### src/rtl/core_pkg.sv
// core_pkg: shared arbiter state, requester id and latency limit
package core_pkg;
    typedef enum logic {ARB_IDLE, ARB_BUSY} arb_state_t;
    typedef enum logic {REQ_IF, REQ_D} req_id_t;
    localparam int MEM_LATENCY_MAX = 7;
endpackage

### src/rtl/rr_arbiter2.sv
// rr_arbiter2: two-way round-robin pick, the requester that did not win last takes a tie
module rr_arbiter2
    import core_pkg::*;
(
    input  logic [1:0] req,
    input  req_id_t    last,
    input  logic       en,
    output logic [1:0] gnt
);
    always_comb begin
        gnt[0] = en && req[0] && (!req[1] || last == REQ_D);
        gnt[1] = en && req[1] && (!req[0] || last == REQ_IF);
    end
endmodule

### src/rtl/mem_arbiter.sv
// mem_arbiter: shares one single-port memory between fetch and load/store, one access in flight
module mem_arbiter
    import core_pkg::*;
#(
    parameter int ADDR_W      = 32,
    parameter int DATA_W      = 32,
    parameter int MEM_LATENCY = 1
) (
    input  logic                clk,
    input  logic                reset,
    input  logic                if_req,
    input  logic [ADDR_W-1:0]   if_addr,
    output logic                if_gnt,
    output logic                if_rvalid,
    output logic [DATA_W-1:0]   if_rdata,
    input  logic                d_req,
    input  logic                d_we,
    input  logic [DATA_W/8-1:0] d_be,
    input  logic [ADDR_W-1:0]   d_addr,
    input  logic [DATA_W-1:0]   d_wdata,
    output logic                d_gnt,
    output logic                d_rvalid,
    output logic [DATA_W-1:0]   d_rdata,
    output logic                mem_en,
    output logic                mem_we,
    output logic [DATA_W/8-1:0] mem_be,
    output logic [ADDR_W-1:0]   mem_addr,
    output logic [DATA_W-1:0]   mem_wdata,
    input  logic [DATA_W-1:0]   mem_rdata
);
    localparam int CNT_W = $clog2(MEM_LATENCY_MAX + 1);
    arb_state_t       r_state;
    logic [CNT_W-1:0] r_cnt;
    req_id_t          r_owner;
    req_id_t          r_last;
    logic             r_we;
    logic             w_win;
    logic             w_resp;
    logic [1:0]       w_gnt;
    assign w_win  = !reset && (r_state == ARB_IDLE || r_cnt == '0);
    assign w_resp = !reset && r_state == ARB_BUSY && r_cnt == '0;
    rr_arbiter2 u_rr (
        .req  ({d_req, if_req}),
        .last (r_last),
        .en   (w_win),
        .gnt  (w_gnt)
    );
    always_comb begin
        if_gnt    = w_gnt[0];
        d_gnt     = w_gnt[1];
        mem_en    = |w_gnt;
        mem_we    = w_gnt[1] && d_we;
        mem_be    = w_gnt[1] ? d_be : w_gnt[0] ? '1 : '0;
        mem_addr  = w_gnt[1] ? d_addr : w_gnt[0] ? if_addr : '0;
        mem_wdata = w_gnt[1] ? d_wdata : '0;
        if_rvalid = w_resp && r_owner == REQ_IF;
        d_rvalid  = w_resp && r_owner == REQ_D;
        if_rdata  = if_rvalid ? mem_rdata : '0;
        d_rdata   = (d_rvalid && !r_we) ? mem_rdata : '0;
    end
    always_ff @(posedge clk) begin
        if (reset) begin
            r_state <= ARB_IDLE;
            r_cnt   <= '0;
            r_owner <= REQ_IF;
            r_we    <= 1'b0;
            r_last  <= REQ_D;
        end else if (mem_en) begin
            r_state <= ARB_BUSY;
            r_cnt   <= CNT_W'(MEM_LATENCY - 1);
            r_owner <= w_gnt[1] ? REQ_D : REQ_IF;
            r_we    <= mem_we;
            r_last  <= w_gnt[1] ? REQ_D : REQ_IF;
        end else if (r_state == ARB_BUSY) begin
            r_state <= (r_cnt == '0) ? ARB_IDLE : ARB_BUSY;
            r_cnt   <= (r_cnt == '0) ? r_cnt : r_cnt - 1'b1;
        end
    end
endmodule

### config.mk
export PLATFORM = sky130hd
export DESIGN_NAME = mem_arbiter
export DESIGN_NICKNAME = d
export VERILOG_FILES = /design/src/rtl/core_pkg.sv /design/src/rtl/rr_arbiter2.sv /design/src/rtl/mem_arbiter.sv
export SDC_FILE = /design/constraint.sdc
export NUM_CORES = 1
export LEC_CHECK = 0
export ABC_CLOCK_PERIOD_IN_PS = 1400
export CORE_AREA = 2 2 107 109
export DETAILED_ROUTE_END_ITERATION = 10
export DIE_AREA = 0 0 109 111
export MAX_ROUTING_LAYER = met4
export PLACE_DENSITY_LB_ADDON = 0.25
export SETUP_SLACK_MARGIN = 0.5
export SYNTH_ARGS = -nofsm -noshare
export SYNTH_HDL_FRONTEND = slang
export SYNTH_SLANG_ARGS = --single-unit
export TNS_END_PERCENT = 5
### constraint.sdc
create_clock -name clk -period 1.4 [get_ports clk]
set_input_delay 0.14 -clock clk [delete_from_list [all_inputs] [get_ports clk]]
set_output_delay 0.14 -clock clk [all_outputs]
set_load 0.02 [all_outputs]
# Yosys cells after proc, flatten, opt, wreduce, memory -nomap -nowiden
# Index checks and enable logic that the tools add are counted.
dict set report word_totals {
  ff_bits 7
  latchBits 0
  ram_bits 0
  romBits 0
  output_inout_bits 138
  memories 0
}
dict set report classes {
  addsub 1
  multipliers 0
  div 0
  magnitude_cmp 0
  eq_ne 0
  shifts 0
  muxes 11
  bitwise_logic 4
  reduce_logical 22
}
# op n
set ops {}
lappend ops {{two-way mux 32 bit} 5}
lappend ops {{logical AND 1 bit} 11}
lappend ops {{two-way mux 4 bit} 2}
lappend ops {{logical NOT 1 bit} 4}
lappend ops {{two-way mux 1 bit} 4}
lappend ops {{inverter 1 bit} 4}
lappend ops {{logical NOT 3 bit} 1}
lappend ops {{logical OR 1 bit} 3}
lappend ops {{OR reduction 3 bit} 1}
lappend ops {{subtractor 3 x 1 -> 3 bit, second input constant} 1}
lappend ops {{AND reduction 2 bit} 1}
lappend ops {{OR reduction 2 bit} 1}

# Longest topological paths before layout
# Gate-level depths: netlist of run 1.
dict set report logic_depth {
  ltp_word 7
  depth_mapped 6
  ltp_nobuf 5
}

# Hierarchy
# Synthesis of run 1 repeated with hierarchy kept, for this count alone.
dict set report hier_totals {
  hier_cells 196
  area_unflattened_um2 1400.1
}
# module instances cells_per_inst area_each_um2 seq_area_each_um2
set by_module_without_submodules {}
lappend by_module_without_submodules {mem_arbiter 1 191 1378.8 140.1}
lappend by_module_without_submodules {rr_arbiter2 1 5 21.3 0.0}

# Worst setup path after synthesis of run 1
# No wires, ideal clock.
dict set report synth_path {
  path_kind {register to output}
  start {reg r_cnt[0]}
  end {out mem_wdata[10]}
  t_arrival_ns 1.453
  path_slack_ns -0.193
  path_stages_with_launch 7
  path_cell_list {dfxtp_1 > inv_1 > ha_1 > nor2b_4 > o2111a_2 > clkbuf_2 > and2_1}
}
dict set report synth_via {
  elab_chain_len 6
}
# item line_no
set synth_rtl {}
lappend synth_rtl {{from (decl)} mem_arbiter.sv:33} ;# logic [CNT_W-1:0] r_cnt;
lappend synth_rtl {{from (signal assigned)} mem_arbiter.sv:70} ;# r_cnt <= CNT_W'(MEM_LATENCY - 1);
lappend synth_rtl {{from (signal assigned)} mem_arbiter.sv:76} ;# r_cnt <= (r_cnt == '0) ? r_cnt : r_cnt - 1'b1;
lappend synth_rtl {{logical NOT 3 bit} mem_arbiter.sv:40} ;# assign w_win = !reset && (r_state == ARB_IDLE || r_cnt == '0);
lappend synth_rtl {{logical OR 1 bit} mem_arbiter.sv:40}
lappend synth_rtl {{logical AND 1 bit} mem_arbiter.sv:40}
lappend synth_rtl {{logical AND 1 bit (2 in series)} rr_arbiter2.sv:12} ;# gnt[1] = en && req[1] && (!req[0] || last == REQ_IF);
lappend synth_rtl {{two-way mux 32 bit} mem_arbiter.sv:55} ;# mem_wdata = w_gnt[1] ? d_wdata : '0;
lappend synth_rtl {{to (decl)} mem_arbiter.sv:28} ;# output logic [DATA_W-1:0] mem_wdata,
# No other way between the ends.

# Worst setup path in the final report of run 1
dict set report layout_path {
  start {reg r_cnt[0]}
  end {out mem_wdata[17]}
}
# Same word-level chain as after synthesis.

==> impl_metrics.tcl, run 1 <==
set metrics [dict create \
    gp_congestion 0.805 \
    fin_setup_tns_ps -50450 \
    ys_ff_latch 7 \
    antenna_cells 0 \
    syn_avg_cell_area_sq_um 6.29 \
    synth_warnings 0 \
    fin_cells 714 \
    internal_power_mw 1.46 \
    ant_nets 0 \
    p_sw_share_pct 34.9 \
    min_from "r_last$_SDFFE_PP1P_" \
    period_needed_ps 1890 \
    cp_num_buf_inv 4 \
    cpMaxStageDelayCell "dfxtp_2" \
    finalClockSkew_ps 1.14 \
    yosys-top-cells-area "and2_1, o211ai_1, a21oi_1" \
    worstSetupEndpointType "output port" \
    nNetsFinal 711 \
    final.fill_count 1090 \
    p_leak_nw 2.26 \
    seq_area_frac_synth_pct 7.88 \
    crit_path_start_kind "register" \
    synth_most_common_cell "and2_1" \
    hold_violations 0 \
    slowest_delay_ps 320 \
    synthesis.area_sq_mm 0.00178 \
    cts-root-buf "clkbuf_16" \
    wl_per_cell_um 15.0 \
    synth_flop_cell "dfxtp_1" \
    regArea_sq_um 145 \
    drt_iter0_drc 150 \
    die_x_um 109 \
    startpoint "r_cnt[0]$_SDFFE_PP0P_" \
    yosysTopAreaCell "and2_1" \
    clockPowerShare_pct 22.2 \
    track_usage_pct 17.0 \
    fmax_ghz 0.529 \
    wirelength_um 10700 \
    dr_total_vias 3172 \
    outcome "complete, but fails checks" \
    viasPerCell 4.44 \
    setup_viol 140 \
    synth_cell_types 31 \
    reg2reg_from "r_cnt[0]$_SDFFE_PP0P_" \
    crit_family "buffers and inverters" \
    worstPathMaxFanout 17 \
    timing.slew.headroom_pct 80.2 \
    dp_cells 702 \
    violations "negative setup slack" \
    worst_pin_slew_ps 297 \
    numClockSinks 7 \
    area_growth_pct 209 \
    synthesis.nets 422 \
    core_sq_mm 0.0111 \
    p_comb_share_pct 68.0 \
    grt_pass1_wl_um 16000 \
    critPathArrivalTime_ps 1750 \
    rows 39 \
    final_layout_size_suffix_gt1_share_pct 47.8 \
    grt_pass1_vias 3138 \
    drc 0 \
    hpwlAfterDp_um 8560 \
    dieHeight_um 111 \
    min_period_over_period_pct 135 \
    cp_cell_sequence "inv_2 -> ha_4 -> nor2b_4 -> o2111a_2 -> buf_12 -> buf_16 -> and2_4 -> buf_6" \
    synth_edf_count 0 \
    boundaryPins 275 \
    clock_path_buffers 2 \
    portBuffers 274 \
    fp.dieArea_sq_mm 0.0121 \
    start_util_pct 16.1 \
    htreeDepth 1 \
    p_per_area_mw_per_mm2 409 \
    grt_max_degree 34 \
    antenna_found_initial 0 \
    drv_cap 0 \
    insertion_delay_ps 240 \
    multi_input_area_sq_mm 0.00174 \
    fin_ws_ps -491 \
    critical_path_required_ps 1260 \
    synthesis.instances 283 \
    synthArstFlopShare_pct 0 \
    criticalPathCategory "register to output port" \
    hp-class "register to register" \
    cts_tree "built" \
    grt-ovfl-total 0 \
    p_seq_share_pct 9.8 \
    power_switching_mw 0.784 \
    synth_top_area_share_pct 33.8 \
    numCtsBuffers 3 \
    synthTopCellsByCount "and2_1, a21oi_1, o211ai_1" \
    ir_worst_vdd_v 0.000315 \
    post-place-ws_ps -747 \
    drtPass1Iterations 4 \
    clk_pin_slew_ps 40 \
    rsz0062_at_grt "true" \
    maxSlewViolCount 0 \
]
## path summary, 6_finish.rpt
check	depth (start not counted)	slack, ps	to
worst min-delay path	1	510	r_last$_SDFFE_PP1P_
worst max-delay path	8	-490	mem_wdata[17]
worst min register to register	1	510	r_last$_SDFFE_PP1P_
worst max register to register	7	-200	r_cnt[1]$_SDFFE_PP0P_
## stage by stage
stage / hold slack, ps / area (sq um) / power (mW) / util, %
final: 507 / 5500 / 2.25 / 49.6
after detailed placement: 494 / 5140 / 1.67 / 46.4
after global routing: 538 / 5500 / 2.37 / 49.6
after CTS: 522 / 5330 / 2.21 / 48.1
after floorplan: 336 / 2020 / 0.815 / -
after global placement: 486 / 5140 / 1.66 / 46.4
## final cells by class
type / instances / share of cell area [%]
Tap cell: 143 / 3.25
Clock buffer: 4 / 1.43
Inverter: 7 / 0.478
Sequential cell: 7 / 2.64
Timing Repair Buffer: 316 / 60.5
Multi-Input combinational cell: 237 / 31.7
## flip-flops by register name (all words and copies together), names as in the netlist
signal	flops
r_we	1
r_owner	1
r_last	1
r_cnt	3
r_state	1
## power by group through the flow
| stage | Combinational [mW] | Clock (mW) | Sequential [mW] |
|---|---|---|---|
| floorplan | 0.596 | 0 | 0.219 |
| global placement | 1.44 | 0 | 0.221 |
| detailed placement | 1.45 | 0 | 0.221 |
| CTS | 1.48 | 0.511 | 0.220 |
| global route | 1.62 | 0.529 | 0.222 |
| finish | 1.53 | 0.499 | 0.220 |
## repair_timing
item / in CTS / in global routing
pin swaps: 21 / 3
hold buffers: 0 / 0
setup buffers: 5 / 0
cloned: 2 / 1
gates resized for setup: 690 / 43
setup endpoints to repair: 145 / 145
## cells in the final DEF (no fill, tap or decap), types with 2 or more instances in the layout
cell type        count
nand3_1             33
a21oi_1              3
nor3_4               2
buf_4               47
o211ai_1            34
nand2b_1             2
dfxtp_2              4
dlygate4sd2_1        2
inv_2                3
buf_12              10
nand2_1              6
dfxtp_1              3
clkdlybuf4s50_1    134
clkdlybuf4s15_2     31
and2_4              31
and2_1              65
buf_6               86
clkbuf_16            4
nor2_1               3
buf_16               2
buf_2                3
inv_1                4
a21oi_2             38
## kinds of logic after synthesis
kind of cell / Yosys count / share of synthesized area [%]
adders and majority gates: 2 / 1.41
DFF: 7 / 7.88
AOI/OAI and AO/OA: 84 / 29.9
and+or+nand+nor: 151 / 51.2
buffers and inverters: 39 / 9.63
## layer usage
metal | up-vias | routed length (um) | track usage, %
met5 | - | 0 | -
met4 | 0 | 216 | 4.27
met3 | 19 | 875 | 3.00
met2 | 149 | 5690 | 31.4
met1 | 1440 | 3940 | 18.2
li1 | 1564 | - | -
Note: power is estimated with default switching activity, not from simulation.
==> inputs of run 2 (changes only) <==
- SKIP_LAST_GASP: not set -> 1
==> impl_metrics.tcl, run 2 (synthesized netlist as in run 1, its figures left out) <==
set metrics [dict create \
    outcome "complete, but fails checks" \
    violations "negative setup slack" \
    numClockSinks 7 \
    cpMaxStageDelayCell "dlygate4sd2_1" \
    antenna_found_initial 0 \
    holdBufCountCts 0 \
    postPlaceCellArea_sq_mm 0.00514 \
    viasPerCell 4.47 \
    startpoint "r_cnt[0]$_SDFFE_PP0P_" \
    cp_cell_sequence "inv_2 -> ha_4 -> nand3b_4 -> nor3_4 -> buf_6 -> buf_12 -> and2_1 -> dlygate4sd2_1" \
    criticalPathCategory "register to output port" \
    boundaryPins 275 \
    cts_tree "built" \
    drv_cap 0 \
    nNetsFinal 715 \
    hold_violations 0 \
    numCtsBuffers 3 \
    core_sq_mm 0.0111 \
    p_leak_nw 2.33 \
    gp_congestion 0.805 \
    drc 0 \
    ir_worst_vdd_v 0.000313 \
    rsz0062_at_grt "true" \
    period_needed_ps 1920 \
    final.fill_count 1130 \
    wirelength_um 11000 \
    largest_register_ffs 3 \
    finalCoreUtilization_pct 46.4 \
    fp.dieArea_sq_mm 0.0121 \
    hp-class "register to register" \
    htreeDepth 1 \
    area_growth_pct 189 \
    final_common_cell "clkdlybuf4s50_1" \
    slowest_delay_ps 330 \
    dr_total_vias 3209 \
    track_usage_pct 16.9 \
    grt_pass1_vias 3093 \
    min_from "r_cnt[1]$_SDFFE_PP0P_" \
    min_period_over_period_pct 137 \
    p_total_mw 2.12 \
    ant_nets 0 \
    clk_pin_slew_ps 40 \
    critPathArrivalTime_ps 1780 \
    dieHeight_um 111 \
    final_cell_mix "clkdlybuf4s50_1, and2_1, buf_2, and2_4, a21oi_2" \
    drt_iter0_drc 148 \
    hold_ws_ps 513 \
    antenna_cells 0 \
    crit_path_start_kind "register" \
    reg2reg_from "r_cnt[0]$_SDFFE_PP0P_" \
    fin_cells 718 \
    fin_ws_ps -519 \
    r2r_slack_ps -190 \
    crit_family "buffers and inverters" \
    top_register "r_cnt" \
    worstSetupEndpointType "output port" \
    p_per_area_mw_per_mm2 412 \
    hpwlAfterDp_um 8560 \
    start_util_pct 16.1 \
    critical_path_required_ps 1260 \
    dp_cells 702 \
    grt_pass1_wl_um 16000 \
    cp_num_buf_inv 4 \
    fmax_ghz 0.521 \
    maxSlewViolCount 0 \
    wl_per_cell_um 15.4 \
    finalClockSkew_ps 2.12 \
    clock_path_buffers 2 \
    setup_viol 142 \
    worst_pin_slew_ps 246 \
    insertion_delay_ps 240 \
    drtPass1Iterations 4 \
    portBuffers 274 \
    fin_setup_tns_ps -63120 \
    cts-root-buf "clkbuf_16" \
    final_layout_size_suffix_gt1_share_pct 38.8 \
    worstPathMaxFanout 16 \
    grt-ovfl-total 0 \
    die_x_um 109 \
    post-place-ws_ps -747 \
    rows 39 \
    final_cell_area_sq_mm 0.00514 \
    grt_max_degree 34 \
    timing.slew.headroom_pct 83.5 \
]
run 2: metal layers:
layer	vias up	wire length (um)	track usage [%]
met4	0	169	3.93
met3	15	883	3.00
met5	-	0	-
met2	147	5860	31.5
li1	1576	-	-
met1	1471	4120	18.2
run 2: layout make-up:
cell class                      count  area, sq um  share of cell area, %
Clock buffer                        4         78.8                   1.53
Multi-Input combinational cell    237         1730                   33.7
Inverter                            7         26.3                  0.511
Tap cell                          143          179                   3.48
Sequential cell                     7          144                   2.80
Timing Repair Buffer              320         2980                   58.0
run 2: what timing repair did:
item | in CTS | in global routing
endpoints found under the setup margin | 145 | 145
hold endpoints to repair | 0 | 0
pin swaps | 3 | 4
setup buffers | 5 | 3
cloned | 2 | 2
gates resized for setup | 399 | 60
run 2: worst min-delay path, cell delays in order (launching register included):
cell and delay [ps]:
dfxtp_2 310, o211ai_1 80, a21oi_1 70
run 2: power by group:
group	total [mW]	internal, mW	switching (mW)
Sequential	0.220	0.209	0.0108
Clock	0.505	0.380	0.125
Combinational	1.39	0.759	0.633
run 2: final timing paths:
kind,endpoint,depth (start not counted)
setup / recovery,d_rdata[27],8
hold / removal,r_cnt[1]$_SDFFE_PP0P_,2
hold reg to reg,r_cnt[1]$_SDFFE_PP0P_,2
setup reg to reg,r_cnt[1]$_SDFFE_PP0P_,7
==> inputs of run 3 (changes only) <==
- ABC_CLOCK_PERIOD_IN_PS: 1400 -> 2200
- CORE_AREA: 2 2 107 109 -> 2 2 105 107
- DIE_AREA: 0 0 109 111 -> 0 0 107 109
- clock period: 1.4 -> 2.2 ns (I/O delays scaled with it)
==> impl_metrics.tcl, run 3 (synthesized netlist as in run 1, its figures left out) <==
set metrics [dict create \
    viasPerCell 4.49 \
    crit_path_start_kind "register" \
    critical_path_required_ps 1980 \
    grtUsageMet1_pct 16.4 \
    top_register "r_cnt" \
    rows 38 \
    final_layout_size_suffix_gt1_share_pct 25.0 \
    reg2reg_from "r_cnt[1]$_SDFFE_PP0P_" \
    boundaryPins 275 \
    gp_congestion 0.841 \
    startpoint "r_cnt[1]$_SDFFE_PP0P_" \
    antenna_cells 0 \
    hold_violations 0 \
    timing.slew.headroom_pct 82.1 \
    largest_register_ffs 3 \
    dr_total_vias 3141 \
    grt-ovfl-total 0 \
    nNetsFinal 699 \
    numCtsBuffers 3 \
    cpMaxStageDelayCell "dfxtp_2" \
    criticalPathCategory "register to output port" \
    start_util_pct 16.8 \
    min_period_over_period_pct 90.3 \
    drtPass1Iterations 4 \
    slowest_delay_ps 330 \
    critPathArrivalTime_ps 1770 \
    fin_cells 699 \
    maxSlewViolCount 0 \
    core_sq_mm 0.0106 \
    cp_num_buf_inv 4 \
    worstPathMaxFanout 8 \
    cp_cell_sequence "inv_2 -> ha_4 -> nor2b_4 -> o2111a_2 -> buf_12 -> clkbuf_16 -> and2_4 -> buf_6" \
    ir_worst_vdd_v 0.000105 \
    met2_usage_pct 33.5 \
    area_growth_pct 174 \
    final_common_cell "clkdlybuf4s50_1" \
    rsz0062_at_grt "true" \
    hpwlAfterDp_um 8480 \
    portBuffers 274 \
    p_leak_nw 2.16 \
    antenna_found_initial 0 \
    final_cell_mix "clkdlybuf4s50_1, and2_1, a21oi_1, dlygate4sd2_1, o211ai_1" \
    drc 0 \
    hp-class "register to register" \
    worstSetupEndpointType "output port" \
    crit_family "buffers and inverters" \
    outcome "finished, final reports clean" \
    min_from "r_we$_SDFFE_PP0P_" \
    htreeDepth 1 \
    grt_pass1_wl_um 15100 \
    p_per_area_mw_per_mm2 238 \
    ant_nets 0 \
    die_x_um 107 \
    use_met3_pct 2.69 \
    drv_cap 0 \
    fmax_ghz 0.503 \
    period_needed_ps 1990 \
    grt_max_degree 34 \
    insertion_delay_ps 230 \
    cts_tree "built" \
    dieHeight_um 109 \
    grt_pass1_vias 3073 \
    fp.dieArea_sq_mm 0.0117 \
    fin_setup_tns_ps 0 \
    dp_cells 690 \
    wl_per_cell_um 14.9 \
    clk_pin_slew_ps 40 \
    setup_viol 0 \
    drt_iter0_drc 174 \
    track_usage_pct 16.6 \
    worst_pin_slew_ps 267 \
    finalClockSkew_ps 0.755 \
    busiest_layer "met2" \
    numClockSinks 7 \
    wirelength_um 10400 \
    cts-root-buf "clkbuf_8" \
    clock_path_buffers 2 \
]
-- run 3: path summary, 6_finish.rpt --
kind / endpoint / slack, ps / cells after the start
setup / recovery: mem_wdata[6] / 210 / 8
hold / removal: r_we$_SDFFE_PP0P_ / 490 / 2
setup reg to reg: r_owner$_SDFFE_PP0P_ / 610 / 7
hold reg to reg: r_we$_SDFFE_PP0P_ / 490 / 2
-- run 3: report_power, final --
group | leakage, nW | total [mW] | internal [mW] | switching [mW]
clock network | 0.0228 | 0.183 | 0.126 | 0.0579
registers | 0.0586 | 0.139 | 0.133 | 0.00630
logic | 2.07 | 0.834 | 0.462 | 0.372
-- run 3: worst reg2reg max path, stage by stage (launching register included) --
cell	delay, ps
dfxtp_2	330
inv_2	50
ha_4	170
nor2b_4	140
o2111a_2	300
buf_12	140
clkbuf_16	150
a31o_2	200
-- run 3: routing by layer --
layer	routed length, um	vias to the layer above	part of all wire, %
met2	5740	176	55
met4	145	0	1.4
met1	3690	1415	35
li1	-	1541	-
met3	837	9	8.0
met5	0	-	0
-- run 3: cell type report --
cell class	count	area (sq um)
Clock buffer	4	45.0
Fill cell	1093	5730
Inverter	7	26.3
Multi-Input combinational cell	237	1540
Sequential cell	7	144
Tap cell	140	175
Timing Repair Buffer	304	2940
-- run 3: what timing repair did --
item | 4_1_cts | 5_1_grt
buffers inserted | 1 | 2
resized for setup | 351 | 62
pin swaps | 2 | 10
hold buffers | 0 | 0
endpoints found under the setup margin | 138 | 138
cloned | 1 | 1
-- run 3: per-stage QoR --
step	setup slack [ps]	power [mW]	area (sq um)	utilization, %	hold WS, ps
finish	214	1.16	4870	45.9	488
global route	154	1.23	4870	45.9	517
CTS	190	1.17	4980	46.9	491
detailed placement	-119	1.01	4840	45.7	485
global placement	-135	1.00	4840	45.7	474
floorplan	527	0.468	1780	-	416
